File: src/rtl/uart_adaptive_pkg.sv
// ---------------------------------------------------------------------------
// uart_adaptive_pkg
// Shared definitions for the adaptive UART configuration sequencer:
//   - host register addresses (min / max / mode / reserved)
//   - mode encoding written to the UART core
//   - sequencer FSM state enumeration
// ---------------------------------------------------------------------------
package uart_adaptive_pkg;

  localparam logic [1:0] ADDR_MIN  = 2'd0;
  localparam logic [1:0] ADDR_MAX  = 2'd1;
  localparam logic [1:0] ADDR_MODE = 2'd2;
  localparam logic [1:0] ADDR_RSVD = 2'd3;

  localparam logic MODE_NOR   = 1'b0;
  localparam logic MODE_8B10B = 1'b1;

  typedef enum logic [2:0] {
    BOOT_WAIT,
    BOOT_MIN,
    BOOT_MAX,
    BOOT_MODE,
    IDLE,
    EXEC,
    GAP
  } cfg_state_e;

endpackage

File: src/rtl/uart_adaptive_cfg_ctrl.sv
// ---------------------------------------------------------------------------
// uart_adaptive_cfg_ctrl
// Configuration sequencer for the adaptive UART core. After reset it pushes
// the default min/max divisors and mode to the core as a timed boot
// sequence, then serves a single host register port. Every update strobe to
// the core is followed by a guard gap so strobes are never back-to-back.
//
// Ports:
//   i_clk, i_rst_n              clock, synchronous active-low reset
//   i_cfg_req/wr/addr/wdata     host request (level, held until ack)
//   o_cfg_ack/err/rdata         host completion pulse, reject flag, read data
//   o_boot_done                 sticky: boot sequence finished
//   o_busy                      sequencer not idle
//   o_updata_*_vld/_data        update strobes and current values to the core
// ---------------------------------------------------------------------------
module uart_adaptive_cfg_ctrl #(
  parameter int BAUD_W   = 16,
  parameter int DEF_MIN  = 54,
  parameter int DEF_MAX  = 5208,
  parameter int DEF_MODE = 0,
  parameter int BOOT_DLY = 16,
  parameter int GAP_CYC  = 4
) (
  input  logic              i_clk,
  input  logic              i_rst_n,
  input  logic              i_cfg_req,
  input  logic              i_cfg_wr,
  input  logic [1:0]        i_cfg_addr,
  input  logic [BAUD_W-1:0] i_cfg_wdata,
  output logic              o_cfg_ack,
  output logic              o_cfg_err,
  output logic [BAUD_W-1:0] o_cfg_rdata,
  output logic              o_boot_done,
  output logic              o_busy,
  output logic              o_updata_min_b_vld,
  output logic [BAUD_W-1:0] o_updata_min_b_data,
  output logic              o_updata_max_b_vld,
  output logic [BAUD_W-1:0] o_updata_max_b_data,
  output logic              o_updata_8b10_or_nor_vld,
  output logic              o_updata_8b10_or_nor_data
);

  import uart_adaptive_pkg::*;

  // One down-counter is shared by the boot wait and every guard gap.
  localparam int CNT_MAX = (BOOT_DLY > GAP_CYC) ? BOOT_DLY : GAP_CYC;
  localparam int CNT_W   = $clog2(CNT_MAX + 1);

  cfg_state_e        state_q, state_d;
  cfg_state_e        ret_q, ret_d;        // state to resume after a GAP
  logic [CNT_W-1:0]  cnt_q, cnt_d;

  // Shadow registers: these are the data outputs seen by the core.
  logic [BAUD_W-1:0] min_q;
  logic [BAUD_W-1:0] max_q;
  logic              mode_q;

  // Result of the host access sampled in IDLE, presented during EXEC.
  logic              err_q;
  logic              upd_q;
  logic [1:0]        upd_addr_q;
  logic [BAUD_W-1:0] rdata_q;
  logic              boot_done_q;

  logic              req_go;
  logic              acc_ok;
  logic [BAUD_W-1:0] rd_val;

  assign req_go = (state_q == IDLE) && i_cfg_req;

  // Access decode. Range checks use the current shadows so that the
  // invariant 0 < min <= max can never be broken by a single write.
  always_comb begin
    acc_ok = 1'b0;
    rd_val = '0;
    case (i_cfg_addr)
      ADDR_MIN: begin
        acc_ok = !i_cfg_wr || ((i_cfg_wdata != '0) && (i_cfg_wdata <= max_q));
        rd_val = min_q;
      end
      ADDR_MAX: begin
        acc_ok = !i_cfg_wr || ((i_cfg_wdata != '0) && (i_cfg_wdata >= min_q));
        rd_val = max_q;
      end
      ADDR_MODE: begin
        acc_ok = 1'b1;
        rd_val = {{(BAUD_W-1){1'b0}}, mode_q};
      end
      default: begin
        acc_ok = 1'b0;
        rd_val = '0;
      end
    endcase
  end

  // State register
  always_ff @(posedge i_clk) begin
    if (!i_rst_n) begin
      state_q <= BOOT_WAIT;
      ret_q   <= BOOT_MAX;
      cnt_q   <= '0;
    end else begin
      state_q <= state_d;
      ret_q   <= ret_d;
      cnt_q   <= cnt_d;
    end
  end

  // Next-state logic
  always_comb begin
    state_d = state_q;
    ret_d   = ret_q;
    cnt_d   = cnt_q;
    case (state_q)
      BOOT_WAIT: begin
        if (cnt_q == CNT_W'(BOOT_DLY - 1)) begin
          state_d = BOOT_MIN;
          cnt_d   = '0;
        end else begin
          cnt_d = cnt_q + CNT_W'(1);
        end
      end
      BOOT_MIN: begin
        state_d = GAP;
        ret_d   = BOOT_MAX;
        cnt_d   = '0;
      end
      BOOT_MAX: begin
        state_d = GAP;
        ret_d   = BOOT_MODE;
        cnt_d   = '0;
      end
      BOOT_MODE: begin
        state_d = GAP;
        ret_d   = IDLE;
        cnt_d   = '0;
      end
      IDLE: begin
        if (i_cfg_req) state_d = EXEC;
      end
      EXEC: begin
        // Only an accepted write strobed the core, so only it needs a gap.
        if (upd_q) begin
          state_d = GAP;
          ret_d   = IDLE;
          cnt_d   = '0;
        end else begin
          state_d = IDLE;
        end
      end
      GAP: begin
        if (cnt_q == CNT_W'(GAP_CYC - 1)) begin
          state_d = ret_q;
          cnt_d   = '0;
        end else begin
          cnt_d = cnt_q + CNT_W'(1);
        end
      end
      default: begin
        state_d = BOOT_WAIT;
        cnt_d   = '0;
      end
    endcase
  end

  // Shadows and host result registers. The shadow is written at the end of
  // the IDLE sampling cycle so the new value is on the data output exactly
  // in the EXEC cycle, together with its strobe.
  always_ff @(posedge i_clk) begin
    if (!i_rst_n) begin
      min_q       <= BAUD_W'(DEF_MIN);
      max_q       <= BAUD_W'(DEF_MAX);
      mode_q      <= 1'(DEF_MODE);
      err_q       <= 1'b0;
      upd_q       <= 1'b0;
      upd_addr_q  <= ADDR_MIN;
      rdata_q     <= '0;
      boot_done_q <= 1'b0;
    end else begin
      boot_done_q <= boot_done_q | (state_d == IDLE);
      if (req_go) begin
        err_q      <= !acc_ok;
        upd_q      <= i_cfg_wr && acc_ok;
        upd_addr_q <= i_cfg_addr;
        if (!i_cfg_wr) rdata_q <= acc_ok ? rd_val : '0;
        if (i_cfg_wr && acc_ok) begin
          case (i_cfg_addr)
            ADDR_MIN:  min_q  <= i_cfg_wdata;
            ADDR_MAX:  max_q  <= i_cfg_wdata;
            ADDR_MODE: mode_q <= i_cfg_wdata[0] ? MODE_8B10B : MODE_NOR;
            default:   ;
          endcase
        end
      end
    end
  end

  // Output logic: strobes are decoded from the state, so at most one is
  // high per cycle and each lasts exactly one cycle.
  always_comb begin
    o_cfg_ack                 = (state_q == EXEC);
    o_cfg_err                 = (state_q == EXEC) && err_q;
    o_cfg_rdata               = rdata_q;
    o_boot_done               = boot_done_q;
    o_busy                    = (state_q != IDLE);
    o_updata_min_b_vld        = (state_q == BOOT_MIN) ||
                                ((state_q == EXEC) && upd_q && (upd_addr_q == ADDR_MIN));
    o_updata_max_b_vld        = (state_q == BOOT_MAX) ||
                                ((state_q == EXEC) && upd_q && (upd_addr_q == ADDR_MAX));
    o_updata_8b10_or_nor_vld  = (state_q == BOOT_MODE) ||
                                ((state_q == EXEC) && upd_q && (upd_addr_q == ADDR_MODE));
    o_updata_min_b_data       = min_q;
    o_updata_max_b_data       = max_q;
    o_updata_8b10_or_nor_data = mode_q;
  end

endmodule

File: config.mk
export PLATFORM = sky130hd
export DESIGN_NAME = uart_adaptive_cfg_ctrl
export DESIGN_NICKNAME = d
export VERILOG_FILES = /design/src/rtl/uart_adaptive_pkg.sv /design/src/rtl/uart_adaptive_cfg_ctrl.sv
export SDC_FILE = /design/constraint.sdc
export NUM_CORES = 1
export LEC_CHECK = 0
export CAP_MARGIN = 0
export CORE_ASPECT_RATIO = 1.75
export CORE_UTILIZATION = 51
export DETAILED_ROUTE_END_ITERATION = 12
export HOLD_SLACK_MARGIN = 0.1
export PLACE_DENSITY = 0.87
export SYNTH_ARGS = -nofsm -noshare
export SYNTH_HDL_FRONTEND = slang
export SYNTH_SLANG_ARGS = --single-unit
File: constraint.sdc
create_clock -name i_clk -period 2.7 [get_ports i_clk]
set_input_delay 0.405 -clock i_clk [delete_from_list [all_inputs] [get_ports i_clk]]
set_output_delay 0.405 -clock i_clk [all_outputs]
set_load 0.01 [all_outputs]
=== Word level (Yosys, flattened, before mapping) ===
Cells that the tools add are included.
W data, S select, Z words.

* Flip-flop bits (word level): 65
* Input bits: 22
* Output and inout port bits: 56

* $add $sub $neg: 1
* $lt $le $gt $ge: 2
* Eq/ne operators: 15
* Multiplexer cells: 15
* Bitwise operators: 3
* Reductions and logical operators: 28

{| class="wikitable"
|+ Operators by type and width
! cell !! count
|-
| $pmux W16 S3 || 1
|-
| $pmux W5 S4 || 1
|-
| $ge A16 B16 Y1 || 1
|-
| $le A16 B16 Y1 || 1
|-
| $mux W16 || 1
|-
| $reduce_bool A16 Y1 || 1
|-
| $mux W5 || 3
|-
| $pmux W3 S5 || 1
|-
| $eq A3 B3 Y1 const B || 4
|-
| $mux W3 || 4
|-
| $pmux W3 S4 || 1
|-
| $logic_and A1 B1 Y1 || 9
|-
| $reduce_and A3 Y1 || 3
|-
| $eq A3 B2 Y1 const B || 2
|-
| $reduce_and A2 Y1 || 3
|-
| $add A5 B1 Y5 const B || 1
|-
| $eq A5 B2 Y1 const B || 1
|-
| $eq A5 B4 Y1 const B || 1
|-
| $logic_or A1 B1 Y1 || 5
|-
| $eq A2 B1 Y1 const B || 2
|-
| $eq A2 B2 Y1 const B || 2
|-
| $logic_not A2 Y1 || 2
|-
| $reduce_bool A4 Y1 || 1
|-
| $eq A3 B1 Y1 const B || 1
|-
| 10 further kinds || 12
|}

=== Logic depth before layout (Yosys ltp) ===
* Word-level depth: 6
* Gate-level depth with buffers: 10

=== Worst setup path before layout ===
OpenSTA, ideal clock, no wires.

* Kind: reg2reg
* From: reg max_q[15], in the netlist o_updata_max_b_data[15]
* To: reg min_q[10], in the netlist o_updata_min_b_data[10]
* Setup time: 0.117 ns
* Arrival time: 2.100 ns
* Slack: 0.484 ns
* Cell stages (with the launch flop): 10
* Buffers on the path: 1
* Period minus slack after synthesis: 2.216 ns
* Cell sequence: dfxtp_1 > inv_1 > ha_1 > nand4_1 > nor4_1 > a21boi_2 > nor3b_2 > o211a_1 > buf_2 > a22o_1

* Word-level cells in the longest chain between the ends: 6

{| class="wikitable"
|+ RTL lines
! what !! RTL line !! RTL
|-
| start, declared || uart_adaptive_cfg_ctrl.sv:55 || <nowiki>logic [BAUD_W-1:0] max_q;</nowiki>
|-
| start signal, assigned || uart_adaptive_cfg_ctrl.sv:172 || <nowiki>max_q <= BAUD_W'(DEF_MAX);</nowiki>
|-
| start signal, assigned || uart_adaptive_cfg_ctrl.sv:189 || <nowiki>ADDR_MAX: max_q <= i_cfg_wdata;</nowiki>
|-
| $le A16 B16 Y1 || uart_adaptive_cfg_ctrl.sv:78 || <nowiki>acc_ok = !i_cfg_wr || ((i_cfg_wdata != '0) && (i_cfg_wdata <= max_q));</nowiki>
|-
| $logic_and A1 B1 Y1 || uart_adaptive_cfg_ctrl.sv:78 ||
|-
| $logic_or A1 B1 Y1 || uart_adaptive_cfg_ctrl.sv:78 ||
|-
| $pmux W1 S3 || uart_adaptive_cfg_ctrl.sv:76 || <nowiki>case (i_cfg_addr)</nowiki>
|-
| $logic_and A1 B1 Y1 || uart_adaptive_cfg_ctrl.sv:186 || <nowiki>if (i_cfg_wr && acc_ok) begin</nowiki>
|-
| $reduce_and A3 Y1 (no line) || - ||
|-
| end signal, assigned || uart_adaptive_cfg_ctrl.sv:171 || <nowiki>min_q <= BAUD_W'(DEF_MIN);</nowiki>
|-
| end signal, assigned || uart_adaptive_cfg_ctrl.sv:188 || <nowiki>ADDR_MIN: min_q <= i_cfg_wdata;</nowiki>
|-
| end, declared || uart_adaptive_cfg_ctrl.sv:54 || <nowiki>logic [BAUD_W-1:0] min_q;</nowiki>
|}

Every way passes these cells.
A chain may end at the register's enable or synchronous reset.

=== Worst setup path in the final report ===
* From: reg state_q[2]
* To: out o_updata_8b10_or_nor_vld

* Word-level cells in the longest chain between the ends: 4
* Elaborated cells on any way between the ends: 5
* Those cells by class: eq/ne (2); reduce/logical (3)

{| class="wikitable"
|+ RTL lines
! what !! RTL line !! RTL
|-
| start, declared || uart_adaptive_cfg_ctrl.sv:49 || <nowiki>cfg_state_e state_q, state_d;</nowiki>
|-
| start signal, assigned || uart_adaptive_cfg_ctrl.sv:103 || <nowiki>state_q <= state_d;</nowiki>
|-
| $eq A3 B3 Y1 || uart_adaptive_cfg_ctrl.sv:211 || <nowiki>((state_q == EXEC) && upd_q && (upd_addr_q == ADDR_MODE));</nowiki>
|-
| $logic_and A1 B1 Y1 (2 in series) || uart_adaptive_cfg_ctrl.sv:211 ||
|-
| $logic_or A1 B1 Y1 (*) || uart_adaptive_cfg_ctrl.sv:210 || <nowiki>o_updata_8b10_or_nor_vld = (state_q == BOOT_MODE) ||</nowiki>
|-
| end, declared || uart_adaptive_cfg_ctrl.sv:39 || <nowiki>output logic o_updata_8b10_or_nor_vld,</nowiki>
|}

Every way passes the cells marked *; elsewhere a longest branch is shown, timed or not.

==> results.cfg <==
[placement]
placed_cells = 613
place_hpwl_um = 7949
io_buffers = 77
place_congestion = 0.8481
post_dp_cell_area_um2 = 4723

[critical_path]
reg2reg_slack_ns = 0.32
r2r-end = o_updata_min_b_data[10]$_SDFFE_PN0P_
reg2reg_depth = 9
startpoint_type = register
critPathRequiredTime_ns = 2.30
path_class = register to output pin
critPathMaxFanout = 18
crit_arrival_ns = 2.13
r2r_start = o_updata_max_b_data[9]$_SDFFE_PN0P_
cp-end-kind = output pin

[yosys]
synthXorXnorAreaFrac = 0.007221
yosys.cell_types.count = 53
ys_async_sr_fraction = 0
yosys-mux-area-fraction = 0.06602
ys.flop_type = dfxtp_1
synthSimpleGateAreaFrac = 0.1929
synth_most_common_cell = dfxtp_1
synth-seq-area-share = 0.3576
synth_top_cell_by_area = dfxtp_1
synthTopCellsByCount = 65 x dfxtp_1, 41 x inv_1, 38 x a21oi_1, 38 x nor2_1
yosysWarnings = 0
synth_compound_area_frac = 0.1819
syn_avg_cell_area_um2 = 8.364
synth_enable_flop_cells = 0
synth_top_area_share = 0.3576
netlist_area_um2 = 3638
ys_ff_latch = 65
synth_area_leaders = dfxtp_1 36%, ha_1 12%, mux2i_1 6.6%
synth_fa_ha_area_frac = 0.1204
synth_top_family_by_area = simple AND/OR/NAND/NOR gates
postSynthCellCount = 435
syn_nets = 492

[timing]
skew_ns = 0.005463
fin_hold_ws_ns = 0.4619
max-slew-margin-rel = 0.6398
setup_violations = 0
final_max_slew_viol_count = 0
max_freq_mhz = 393.9
rsz0062_at_grt = false
min_period_ns = 2.539
worst_slew_pin_slew_ns = 0.5396
fin_crit_sh = 0.9403
hold_violations = 0

[hold_path]
hold_depth = 2
worstHoldStart = upd_addr_q[0]$_SDFFE_PN0P_
hold_path_end = upd_addr_q[0]$_SDFFE_PN0P_
hp-class = register to register

[final_layout]
drive_gt1_frac = 0.1174
stdcell_count = 629
final_area_um2 = 5042
finalNetCount = 597
area_growth_pct = 38.58
antennaDiodeCount = 0
fill_cells = 492

[die]
core_area_um2 = 6857
die_x_um = 65.85
start_util = 0.5307
dieHeight_um = 113.7
io_pins = 78
row_count = 40
dieArea_um2 = 7489

[clock_tree]
clk-insertion-delay-late_ns = 0.33
cts_resized = 0
cts-root-buf = clkbuf_16
clock_path_buffers = 2
cts_tree = done
clk_pin_slew_worst_paths_ns = 0.06
cts_sinks = 65
cts_made_buffers = 9
postCtsSetupBuffers = 0
cts_htree_levels = 3
postCtsHoldBufs = 0

[routing]
first_pass_iters = 5
drtAntennaViolNets = 0
via_count = 3696
drtIter0Drc = 208
viasPerCell = 5.876
drc = 0
wl_um = 10610
post_drt_wl_per_cell_um = 16.87

[global_route]
grt_pass1_wl_um = 16950
grt_pass1_vias = 3646
antenna_found_initial = 0
grt_overflow = 0
grt_util_all_layers = 0.2988
grt_max_degree = 24

[run_status]
outcome = finished, final reports clean

[pwr]
p_leak_uw = 0.002137
p_total_uw = 2429
cellPowerDensity_nw_per_um2 = 481.7
vdd_ir_drop_max_uv = 390.8

[flow_run]
cap_violations = 0
-- cell families (layout without fill, tap and decap cells) --
logic type | count (synthesis) | count (layout)
AO/OA/AOI/OAI | 101 | 101
flip-flops | 65 | 65
buffers and inverters | 66 | 176
adder cells (fa/ha/maj) | 35 | 35
XOR/XNOR | 3 | 3
AND/OR/NAND/NOR | 141 | 141
multiplexers | 24 | 24
-- metrics by stage --
| step | utilization | setup slack (ns) | TNS (ns) |
|---|---|---|---|
| 2_1_floorplan | - | 0.4835 | 0 |
| 3_3_place_gp | 0.6889 | -0.1106 | -1.812 |
| 3_5_place_dp | 0.6889 | -0.1127 | -1.867 |
| 4_1_cts | 0.7354 | 0.1922 | 0 |
| 5_1_grt | 0.7354 | 0.05795 | 0 |
| 6_report | 0.7354 | 0.1611 | 0 |
-- power by group --
part / total [uW] / internal (uW) / switching (uW)
clock: 1250 / 807 / 442
sequential: 969 / 964 / 4.60
combinational: 211 / 96.4 / 114
total: 2430 / 1870 / 561
-- placed cells by master, fill, tap and decap left out, types with 4 or more instances in the layout --
cell type / Yosys / layout
a21oi_1: 38 / 38
a22o_1: 12 / 12
a22oi_1: 5 / 5
a31oi_1: 4 / 4
buf_4: 2 / 40
clkbuf_16: 0 / 9
clkdlybuf4s50_1: 0 / 77
dfxtp_1: 65 / 65
ha_1: 35 / 35
inv_1: 41 / 41
mux2i_1: 24 / 24
nand2_1: 35 / 35
nand2b_1: 4 / 4
nand3_1: 15 / 15
nand4_1: 7 / 7
nor2_1: 38 / 38
nor2b_1: 4 / 4
nor3_1: 18 / 18
nor4_1: 6 / 6
o21ai_0: 7 / 7
o21ai_1: 9 / 9
o31ai_1: 4 / 4
-- final cells by class --
class / instances / area, um^2 / share of cell area
flip-flops and latches: 65 / 1301 / 0.2581
inverters: 42 / 157.7 / 0.03127
repair buffers: 118 / 1091 / 0.2164
multi-input cells: 304 / 2068 / 0.4102
well taps: 84 / 105.1 / 0.02084
clock buffers: 9 / 225.2 / 0.04466
clock inverters: 7 / 93.84 / 0.01861
-- registers in the layout, indices dropped and copies added, names as in the netlist --
register / cells
cnt_q: 5
err_q: 1
o_boot_done: 1
o_cfg_rdata: 16
o_updata_8b10_or_nor_data: 1
o_updata_max_b_data: 16
o_updata_min_b_data: 16
ret_q: 3
state_q: 3
upd_addr_q: 2
upd_q: 1
-- critical path, cell delays in order (launching register included) --
cell and delay [ns]:
dfxtp_1 0.65, inv_1 0.19, nor3_1 0.22, a21oi_1 0.09
nor2b_1 0.12, clkdlybuf4s50_1 0.54
-- per-layer routing --
| layer | global-route usage | part of all wire |
|---|---|---|
| met1 | 0.3113 | 0.38 |
| met2 | 0.5231 | 0.52 |
| met3 | 0.05200 | 0.043 |
| met4 | 0.2087 | 0.055 |
| met5 | 0 | 0 |
-- how the worst max path moves through the flow --
stage,from,endpoint,slack [ns],depth (start not counted)
4_1_cts,state_q[2]$_SDFF_PN0_,o_updata_8b10_or_nor_vld,0.19,5
6_report,state_q[2]$_SDFF_PN0_,o_updata_8b10_or_nor_vld,0.16,5
3_3_place_gp,i_cfg_wdata[15],o_updata_min_b_data[8]$_SDFFE_PN0P_,-0.11,9
3_5_place_dp,i_cfg_wdata[15],o_updata_min_b_data[11]$_SDFFE_PN0P_,-0.11,9
2_1_floorplan,o_updata_max_b_data[15]$_SDFFE_PN0P_,o_updata_min_b_data[10]$_SDFFE_PN0P_,0.48,9
5_1_grt,state_q[2]$_SDFF_PN0_,o_updata_8b10_or_nor_vld,0.06,5
Note: power is estimated with default switching activity, not from simulation.
